==> config.mk <==
export PLATFORM = sky130hd
export DESIGN_NAME = counter_timer_n
export DESIGN_NICKNAME = d
export VERILOG_FILES = /design/src/rtl/counter_timer_pkg.sv /design/src/rtl/counter_timer_n_channel.sv /design/src/rtl/counter_timer_n.sv
export SDC_FILE = /design/constraint.sdc
export NUM_CORES = 1
export LEC_CHECK = 0
export ABC_CLOCK_PERIOD_IN_PS = 4000
export CORE_MARGIN = 3
export CORE_UTILIZATION = 30
export DETAILED_ROUTE_END_ITERATION = 16
export SLEW_MARGIN = 20
export SYNTH_ARGS = -nofsm -noshare
export SYNTH_HDL_FRONTEND = slang
export SYNTH_HIERARCHICAL = 1
export SYNTH_SLANG_ARGS = --single-unit
==> constraint.sdc <==
create_clock -name clk -period 4 [get_ports clk]
set_input_delay 0.4 -clock clk [delete_from_list [all_inputs] [get_ports clk]]
set_output_delay 0.4 -clock clk [all_outputs]
set_load 0.005 [all_outputs]
==> src/rtl/counter_timer_pkg.sv <==
// Shared definitions for the counter_timer_n block: mode encodings and
// the per-channel layout of the control register.
package counter_timer_pkg;

    typedef enum logic [1:0] {
        MODE_ONESHOT  = 2'd0,
        MODE_PERIODIC = 2'd1,
        MODE_SQUARE   = 2'd2,
        MODE_FREERUN  = 2'd3
    } mode_e;

    localparam int CTRL_MODE_LO = 0;
    localparam int CTRL_EN      = 2;
    localparam int CTRL_IRQEN   = 3;
    localparam int CTRL_BITS    = 4;

endpackage

==> src/rtl/counter_timer_n_channel.sv <==
// One timer channel: reload/count/armed/OUT state and the four-mode
// down-counter. o_tc is a combinational one-cycle terminal-count flag.
module timer_channel
    import counter_timer_pkg::*;
#(
    parameter int WIDTH = 32
) (
    input  logic             clk,
    input  logic             rst_n,
    input  logic             i_tick,
    input  logic             i_en,
    input  mode_e            i_mode,
    input  logic             i_wr,
    input  logic [WIDTH-1:0] i_wr_val,
    input  logic             i_mode_ld,
    input  mode_e            i_ld_mode,
    output logic [WIDTH-1:0] o_cnt,
    output logic             o_out,
    output logic             o_tc
);

    logic [WIDTH-1:0] r_reload;
    logic [WIDTH-1:0] r_cnt;
    logic             r_armed;
    logic             r_out;

    logic [WIDTH-1:0] w_reload_nxt;
    logic [WIDTH-1:0] w_cnt_nxt;
    logic             w_armed_nxt;
    logic             w_out_nxt;
    logic             w_tc;
    logic [WIDTH-1:0] w_half;
    logic [WIDTH-1:0] w_cnt_m1;

    assign w_half   = r_reload >> 1;
    assign w_cnt_m1 = r_cnt - WIDTH'(1);

    always_comb begin
        w_reload_nxt = r_reload;
        w_cnt_nxt    = r_cnt;
        w_armed_nxt  = r_armed;
        w_out_nxt    = r_out;
        w_tc         = 1'b0;
        if (i_wr) begin
            w_reload_nxt = i_wr_val;
            w_cnt_nxt    = (i_mode == MODE_SQUARE) ? (i_wr_val >> 1) : i_wr_val;
            w_out_nxt    = 1'b0;
            w_armed_nxt  = 1'b1;
        end else if (i_mode_ld) begin
            w_cnt_nxt    = (i_ld_mode == MODE_SQUARE) ? w_half : r_reload;
            w_out_nxt    = 1'b0;
            w_armed_nxt  = 1'b1;
        end else begin
            // periodic OUT is a single-clk pulse even when ticks are sparse
            if (i_mode == MODE_PERIODIC) w_out_nxt = 1'b0;
            if (i_tick && i_en) begin
                case (i_mode)
                    MODE_ONESHOT: begin
                        if (r_armed && (r_reload != '0)) begin
                            w_cnt_nxt = w_cnt_m1;
                            if (r_cnt == WIDTH'(1)) begin
                                w_out_nxt   = 1'b1;
                                w_armed_nxt = 1'b0;
                                w_tc        = 1'b1;
                            end
                        end
                    end
                    MODE_PERIODIC: begin
                        if (r_reload != '0) begin
                            if (r_cnt == WIDTH'(1)) begin
                                w_cnt_nxt = r_reload;
                                w_out_nxt = 1'b1;
                                w_tc      = 1'b1;
                            end else begin
                                w_cnt_nxt = w_cnt_m1;
                            end
                        end
                    end
                    MODE_SQUARE: begin
                        if (w_half != '0) begin
                            if (r_cnt == WIDTH'(1)) begin
                                w_out_nxt = ~r_out;
                                w_cnt_nxt = w_half;
                                w_tc      = r_out;
                            end else begin
                                w_cnt_nxt = w_cnt_m1;
                            end
                        end
                    end
                    MODE_FREERUN: begin
                        w_cnt_nxt = w_cnt_m1;
                        w_out_nxt = w_cnt_m1[WIDTH-1];
                        w_tc      = (r_cnt == '0);
                    end
                endcase
            end
        end
    end

    always_ff @(posedge clk or negedge rst_n) begin
        if (!rst_n) begin
            r_reload <= '0;
            r_cnt    <= '0;
            r_armed  <= 1'b0;
            r_out    <= 1'b0;
        end else begin
            r_reload <= w_reload_nxt;
            r_cnt    <= w_cnt_nxt;
            r_armed  <= w_armed_nxt;
            r_out    <= w_out_nxt;
        end
    end

    assign o_cnt = r_cnt;
    assign o_out = r_out;
    assign o_tc  = w_tc;

endmodule

==> src/rtl/counter_timer_n.sv <==
// NUM_CH-channel down-counter timer: write decode, control register,
// count read-back mux and registered, enable-gated terminal-count irqs.
module counter_timer_n
    import counter_timer_pkg::*;
#(
    parameter int NUM_CH = 3,
    parameter int WIDTH  = 32,
    parameter int SEL_W  = $clog2(NUM_CH + 1)
) (
    input  logic              clk,
    input  logic              rst_n,
    input  logic [NUM_CH-1:0] cnt_tick,
    input  logic              counter_we,
    input  logic [SEL_W-1:0]  counter_ch,
    input  logic [WIDTH-1:0]  counter_val,
    input  logic [SEL_W-1:0]  rd_ch,
    output logic [WIDTH-1:0]  counter_out,
    output logic [NUM_CH-1:0] counter_OUT,
    output logic [NUM_CH-1:0] counter_irq
);

    localparam int CW = NUM_CH * CTRL_BITS;

    logic [CW-1:0]     r_ctrl;
    logic [NUM_CH-1:0] r_irq;
    logic              w_ctrl_we;
    logic [NUM_CH-1:0] w_tc;
    logic [WIDTH-1:0]  w_cnt [NUM_CH];

    assign w_ctrl_we = counter_we && (counter_ch == SEL_W'(NUM_CH));

    always_ff @(posedge clk or negedge rst_n) begin
        if (!rst_n) begin
            r_ctrl <= '0;
        end else if (w_ctrl_we) begin
            r_ctrl <= counter_val[CW-1:0];
        end
    end

    if (CW < WIDTH) begin : g_unused
        logic w_unused_val;
        assign w_unused_val = ^counter_val[WIDTH-1:CW];
    end

    for (genvar i = 0; i < NUM_CH; i++) begin : g_ch
        mode_e w_mode;
        mode_e w_new_mode;
        logic  w_ch_we;
        logic  w_mode_ld;

        assign w_mode     = mode_e'(r_ctrl[i*CTRL_BITS+CTRL_MODE_LO +: 2]);
        assign w_new_mode = mode_e'(counter_val[i*CTRL_BITS+CTRL_MODE_LO +: 2]);
        assign w_ch_we    = counter_we && (counter_ch == SEL_W'(i));
        // only a change of mode restarts the channel; en/irq_en edits do not
        assign w_mode_ld  = w_ctrl_we && (w_new_mode != w_mode);

        timer_channel #(.WIDTH(WIDTH)) u_ch (
            .clk       (clk),
            .rst_n     (rst_n),
            .i_tick    (cnt_tick[i]),
            .i_en      (r_ctrl[i*CTRL_BITS+CTRL_EN]),
            .i_mode    (w_mode),
            .i_wr      (w_ch_we),
            .i_wr_val  (counter_val),
            .i_mode_ld (w_mode_ld),
            .i_ld_mode (w_new_mode),
            .o_cnt     (w_cnt[i]),
            .o_out     (counter_OUT[i]),
            .o_tc      (w_tc[i])
        );

        always_ff @(posedge clk or negedge rst_n) begin
            if (!rst_n) begin
                r_irq[i] <= 1'b0;
            end else begin
                r_irq[i] <= w_tc[i] & r_ctrl[i*CTRL_BITS+CTRL_IRQEN];
            end
        end
    end

    always_comb begin
        counter_out = '0;
        for (int i = 0; i < NUM_CH; i++) begin
            if (rd_ch == SEL_W'(i)) counter_out = w_cnt[i];
        end
    end

    assign counter_irq = r_irq;

endmodule

==> flow_metrics.env, run 1 <==
export IMPL_cts_buffers=28
export IMPL_utilization_pct=35.1
export IMPL_critPathRequiredTime_ns=4.45
export IMPL_root_buffer="clkbuf_16"
export IMPL_clkTransAtPathRegs_ns=0.06
export IMPL_rr_worst_depth=6
export IMPL_period_share_pct=85.0
export IMPL_grt_pass1_vias=17295
export IMPL_cts_setup_buffers=0
export IMPL_p_total_mw=11.3
export IMPL_initial_core_util_pct=30.4
export IMPL_drc=0
export IMPL_num_rows=88
export IMPL_grt_antenna_before_repair=1
export IMPL_core_um2=57800
export IMPL_io_pins=80
export IMPL_place_ws_ns=0.619
export IMPL_yosysSeqAreaShare_pct=30.3
export IMPL_drt_pass1_iter_count=6
export IMPL_synth_ff_type="dfrtp_1"
export IMPL_grt_overflow=0
export IMPL_async_flop_share_pct=100
export IMPL_status="complete, no violations"
export IMPL_r2r_start="g_ch[2].u_ch/o_cnt[16]"
export IMPL_cp_max_fo=47
export IMPL_ff2ff_setup_slack_ns=0.60
export IMPL_grt_max_degree=128
export IMPL_cts_sinks=213
export IMPL_yosys_area_top_type="dfrtp_1"
export IMPL_finalSetupViolations=0
export IMPL_dp_hpwl_um=51300
export IMPL_synth_commonest_cells="232 x nand2_1, 213 x dfrtp_1, 182 x o21ai_0"
export IMPL_synth_cells=2076
export IMPL_antennaDiodeCount=0
export IMPL_drt_initial_drc_count=2310
export IMPL_vias_per_cell=6.29
export IMPL_relSlewSlack_pct=32.2
export IMPL_synth_area_top_cells="dfrtp_1 30%, mux2_2 11%, mux2i_1 5.5%, o21ai_0 5.2%, nand2_1 4.9%"
export IMPL_grt_use_total_pct=23.4
export IMPL_grt_pass1_wl_um=112000
export IMPL_cts_tree="built"
export IMPL_synth_warnings=6
export IMPL_finalWorstSetupSlack_ns=0.602
export IMPL_min_period_ns=3.40
export IMPL_slew_viol_final=0
export IMPL_port_buffers=79
export IMPL_drtAntennaViolNets=0
export IMPL_fin_setup_tns_ns=0
export IMPL_hold_viol=0
export IMPL_ys_seq_elements=213
export IMPL_finalClockSkew_ns=0.0261
export IMPL_rsz0062_at_grt="false"
export IMPL_power_density_nw_per_um2=558
export IMPL_dieArea_um2=61600
export IMPL_crit_path_start_kind="register"
export IMPL_drive_gt1_share_pct=17.5
export IMPL_clock_latency_ns=0.59
export IMPL_avgSynthCellArea_um2=8.48
export IMPL_area_growth_pct=15.2
export IMPL_crit_type="reg2reg"
export IMPL_fmax_mhz=294
export IMPL_drv_cap=0
export IMPL_synth_most_common_cell="nand2_1"
export IMPL_worstMarginPinSlew_ns=1.02
export IMPL_hp_class="in2async"
export IMPL_die_w_um=248
export IMPL_dp_cells=2830
export IMPL_syn_area_um2=17600
export IMPL_fin_nets=2157
export IMPL_h_tree_depth=1
export IMPL_place_congestion=1.02
export IMPL_stdcell_count=2883
export IMPL_cp_data_arrival_time_ns=3.85
export IMPL_yosysTopAreaCellShare_pct=30.3
export IMPL_wirelength_um=73700
export IMPL_syn_nets=2136
export IMPL_die_height_um=248
export IMPL_reg2reg_to="g_ch[2].u_ch/o_cnt[5]"
export IMPL_crit_path_end_kind="register"
export IMPL_p_leak_nw=7.66
export IMPL_synth_distinct_cells=94
export IMPL_dr_total_vias=18138
export IMPL_synth_edf_count=0
export IMPL_peakVddDrop_mv=0.317
export IMPL_cts_buffer_depth=3
export IMPL_post_drt_wl_per_cell_um=25.6
[critical path, cell delays in order, from the launching register on]
cell	delay [ns]
dfrtp_1	0.42
or4_4	0.57
or4_1	0.80
or3_4	0.70
o21a_1	0.25
o311ai_0	0.40
a21oi_1	0.11
[what timing repair did]
item,CTS,global route
hold buffers,1,0
resized for setup,0,0
endpoints found under the setup margin,0,0
hold endpoints to repair,23,0
[registers in the layout, indices dropped and copies added (netlist names)]
name and count:
g_ch.u_ch/r_reload 96, g_ch.u_ch/o_cnt 96, counter_irq 3, r_ctrl 12
g_ch.u_ch/r_armed 3, g_ch.u_ch/o_out 3
[routing by layer]
layer / share of wire [%] / vias up / GRT usage (%)
met2: 44 / 1096 / 36.5
li1: - / 7894 / -
met1: 42 / 8946 / 32.2
met3: 9.1 / 202 / 3.98
met4: 5.0 / 0 / 9.68
met5: 0 / - / 0
[metrics by stage]
stage	hold slack [ns]	cell area, µm²
2_1_floorplan	0.104	17600
3_3_place_gp	0.474	19300
3_5_place_dp	0.470	19300
4_1_cts	0.491	20200
5_1_grt	0.430	20300
6_report	0.371	20300
[report_power, final]
group	internal (mW)	switching [mW]	leakage, nW
Combinational	1.96	2.45	4.65
Sequential	2.80	1.44	2.53
Clock	1.62	1.06	0.475
Total	6.37	4.94	7.66
[logic make-up (layout without fill, tap and decap cells)]
logic type	count (synthesis)	count (layout)	synth area share, %
multiplexers	271	271	16.8
buffers and inverters	201	243	4.85
adder cells (fa/ha/maj)	18	18	1.28
AND/OR/NAND/NOR	689	689	20.1
flip-flops	213	213	30.3
AO/OA/AOI/OAI	620	620	23.5
XOR/XNOR	64	64	3.19
[worst max path at each step]
stage / to / startpoint / slack (ns) / depth (start not counted)
3_5_place_dp: g_ch[2].u_ch/o_cnt[3] / g_ch[2].u_ch/o_cnt[16] / 0.62 / 6
6_report: g_ch[2].u_ch/o_cnt[5] / g_ch[2].u_ch/o_cnt[16] / 0.60 / 6
5_1_grt: g_ch[2].u_ch/o_cnt[5] / g_ch[2].u_ch/o_cnt[16] / 0.51 / 6
3_3_place_gp: g_ch[2].u_ch/o_cnt[3] / g_ch[2].u_ch/o_cnt[16] / 0.67 / 6
4_1_cts: g_ch[2].u_ch/o_cnt[3] / g_ch[2].u_ch/o_cnt[16] / 0.63 / 6
2_1_floorplan: g_ch[2].u_ch/o_cnt[12] / g_ch[2].u_ch/o_cnt[16] / 1.21 / 9
[area by class of cell]
| cell class | instances | area, µm² |
|---|---|---|
| repair buffers | 161 | 1450 |
| multi-input cells | 1662 | 11400 |
| flip-flops and latches | 213 | 5330 |
| inverters | 31 | 116 |
| clock inverters | 9 | 134 |
| well taps | 765 | 957 |
| fillers | 5966 | 37500 |
| clock buffers | 42 | 833 |
[layout by cell type, fill, tap and decap left out, types with 26 or more instances in the layout]
| cell | instances |
|---|---|
| clkdlybuf4s50_1 | 77 |
| nand2_1 | 232 |
| a21oi_1 | 105 |
| nor4_1 | 64 |
| nand4_1 | 26 |
| a31oi_1 | 40 |
| o31ai_1 | 35 |
| inv_1 | 30 |
| nor2_1 | 133 |
| nor3_1 | 43 |
| xor2_1 | 32 |
| mux2i_1 | 96 |
| o211ai_1 | 36 |
| buf_4 | 78 |
| o2bb2ai_1 | 32 |
| nand3_1 | 67 |
| mux2_2 | 168 |
| o21ai_0 | 182 |
| xnor2_1 | 32 |
| clkbuf_16 | 28 |
| dfrtp_1 | 213 |
Power figures use the tool's default switching activity.
==> run 2: changes to the inputs <==
--- a/config.mk
+++ b/config.mk
@@ -5,7 +5,7 @@
 export SDC_FILE = /design/constraint.sdc
 export NUM_CORES = 1
 export LEC_CHECK = 0
-export ABC_CLOCK_PERIOD_IN_PS = 4000
+export ABC_CLOCK_PERIOD_IN_PS = 3200
 export CORE_MARGIN = 3
 export CORE_UTILIZATION = 30
 export DETAILED_ROUTE_END_ITERATION = 16
==> constraint.sdc (replaced) <==
create_clock -name clk -period 3.2 [get_ports clk]
set_input_delay 0.32 -clock clk [delete_from_list [all_inputs] [get_ports clk]]
set_output_delay 0.32 -clock clk [all_outputs]
set_load 0.005 [all_outputs]
==> flow_metrics.env, run 2 (synthesis gave the netlist of run 1 again) <==
export IMPL_finalClockSkew_ns=0.0115
export IMPL_worstMarginPinSlew_ns=1.10
export IMPL_grt_pass1_wl_um=118000
export IMPL_final_common_cell="nand2_1"
export IMPL_h_tree_depth=1
export IMPL_root_buffer="clkbuf_16"
export IMPL_utilization_pct=35.9
export IMPL_fin_setup_tns_ns=0
export IMPL_place_congestion=1.02
export IMPL_p_total_mw=14.4
export IMPL_drive_gt1_share_pct=19.8
export IMPL_grt_overflow=0
export IMPL_multi_input_area_um2=11400
export IMPL_die_height_um=248
export IMPL_nFillCells=5893
export IMPL_grt_busiest_layer="met2"
export IMPL_fmax_mhz=329
export IMPL_cp_max_fo=39
export IMPL_die_w_um=248
export IMPL_cts_buffer_depth=3
export IMPL_grt_use_met1_pct=33.8
export IMPL_p_leak_nw=7.96
export IMPL_min_period_ns=3.04
export IMPL_drc=0
export IMPL_grt_max_degree=72
export IMPL_drt_pass1_iter_count=5
export IMPL_peakVddDrop_mv=0.322
export IMPL_cts_resized=0
export IMPL_drv_cap=0
export IMPL_cts_setup_buffers=0
export IMPL_fin_nets=2215
export IMPL_slowest_stage="or4_1"
export IMPL_crit_path_start_kind="register"
export IMPL_relSlewSlack_pct=26.1
export IMPL_initial_core_util_pct=30.4
export IMPL_drtAntennaViolNets=0
export IMPL_critPathMaxStageDelay_ns=0.64
export IMPL_rr_worst_depth=7
export IMPL_finalSetupViolations=0
export IMPL_dp_hpwl_um=54600
export IMPL_clock_latency_ns=0.58
export IMPL_register_area_um2=5330
export IMPL_cp_data_arrival_time_ns=3.47
export IMPL_hp_class="in2async"
export IMPL_cts_tree="built"
export IMPL_vias_per_cell=6.24
export IMPL_period_share_pct=94.9
export IMPL_rsz0062_at_grt="false"
export IMPL_slew_viol_final=0
export IMPL_cp_num_buf_inv=1
export IMPL_area_growth_pct=18.0
export IMPL_port_buffers=79
export IMPL_dr_total_vias=18354
export IMPL_crit_path_cell_trace="or4_4, or4_1, or3_4, buf_12, o21ba_2, o21ai_0, a31oi_1"
export IMPL_mostFrequentLayoutCells="232 x nand2_1, 213 x dfrtp_1, 182 x o21ai_0"
export IMPL_cp_top_family="simple AND/OR/NAND/NOR gates"
export IMPL_io_pins=80
export IMPL_dieArea_um2=61600
export IMPL_wirelength_um=78300
export IMPL_post_drt_wl_per_cell_um=26.6
export IMPL_use_met2_pct=40.1
export IMPL_cts_sinks=213
export IMPL_drt_initial_drc_count=2184
export IMPL_power_density_nw_per_um2=692
export IMPL_cp_depth=7
export IMPL_grt_pass1_vias=17700
export IMPL_grt_antenna_before_repair=1
export IMPL_stdcell_count=2941
export IMPL_crit_type="reg2reg"
export IMPL_num_rows=88
export IMPL_grt_use_total_pct=25.0
export IMPL_clkTransAtPathRegs_ns=0.06
export IMPL_cts_hold_buffers=1
export IMPL_cts_buffers=28
export IMPL_dp_cells=2889
export IMPL_grt_use_met3_pct=4.66
export IMPL_status="complete, no violations"
export IMPL_critPathRequiredTime_ns=3.64
export IMPL_crit_path_end_kind="register"
export IMPL_core_um2=57800
export IMPL_hold_viol=0
-- run 2: cell count changes in the layout (fill, tap and decap cells not counted) --
cell	change
buf_12	+10
buf_16	-1
buf_4	+49
bufinv_16	-3
clkbuf_1	-3
clkbuf_16	+1
clkbuf_8	+2
clkinv_2	+3
clkinv_8	-1
diode_2	+1
-- run 2: power by group --
group	switching (mW)	internal (mW)	total, mW
Sequential	1.70	3.50	5.19
Clock	1.35	1.87	3.22
Combinational	3.33	2.63	5.96
-- run 2: per-layer routing --
| metal | wire length [µm] | part of all wire, % |
|---|---|---|
| met2 | 35400 | 45 |
| met5 | 0 | 0 |
| met4 | 2870 | 3.7 |
| met1 | 33100 | 42 |
| met3 | 6880 | 8.8 |
-- run 2: through the flow --
stage | instance area (µm²) | setup slack [ns] | hold WS (ns)
2_1_floorplan | 17600 | 0.412 | 0.0244
3_3_place_gp | 19800 | 0.174 | 0.336
3_5_place_dp | 19800 | 0.224 | 0.342
4_1_cts | 20800 | 0.208 | 0.337
5_1_grt | 20800 | 0.0338 | 0.383
6_report | 20800 | 0.164 | 0.294
-- run 2: cell type report --
class	count	share of cell area, %
multi-input combinational	1662	55.1
clock buffer	42	4.21
tap	765	4.61
clock inverter	8	0.205
sequential	213	25.7
antenna	1	0.0121
inverter	31	0.560
timing repair buffer	219	9.61
-- run 2: final timing paths --
| check | slack (ns) | end | start |
|---|---|---|---|
| worst max register to register | 0.16 | g_ch[2].u_ch/o_out | g_ch[2].u_ch/o_cnt[16] |
| max in group asynchronous | 1.93 | g_ch[2].u_ch/r_reload[12] | rst_n |
| min in group clk | 0.45 | g_ch[1].u_ch/r_armed | cnt_tick[1] |
| worst max-delay path | 0.16 | g_ch[2].u_ch/o_out | g_ch[2].u_ch/o_cnt[16] |
| worst min register to register | 0.49 | counter_irq[1] | r_ctrl[7] |
| worst min-delay path | 0.29 | g_ch[2].u_ch/r_reload[29] | rst_n |
-- run 2: worst register-to-register path: cells and delay by family, from the launching register on --
| kind | cells | cell delay [ns] |
|---|---|---|
| and+or+nand+nor | 3 | 1.73 |
| AOI/OAI and AO/OA | 3 | 0.53 |
| DFF | 1 | 0.43 |
| buffers and inverters | 1 | 0.20 |
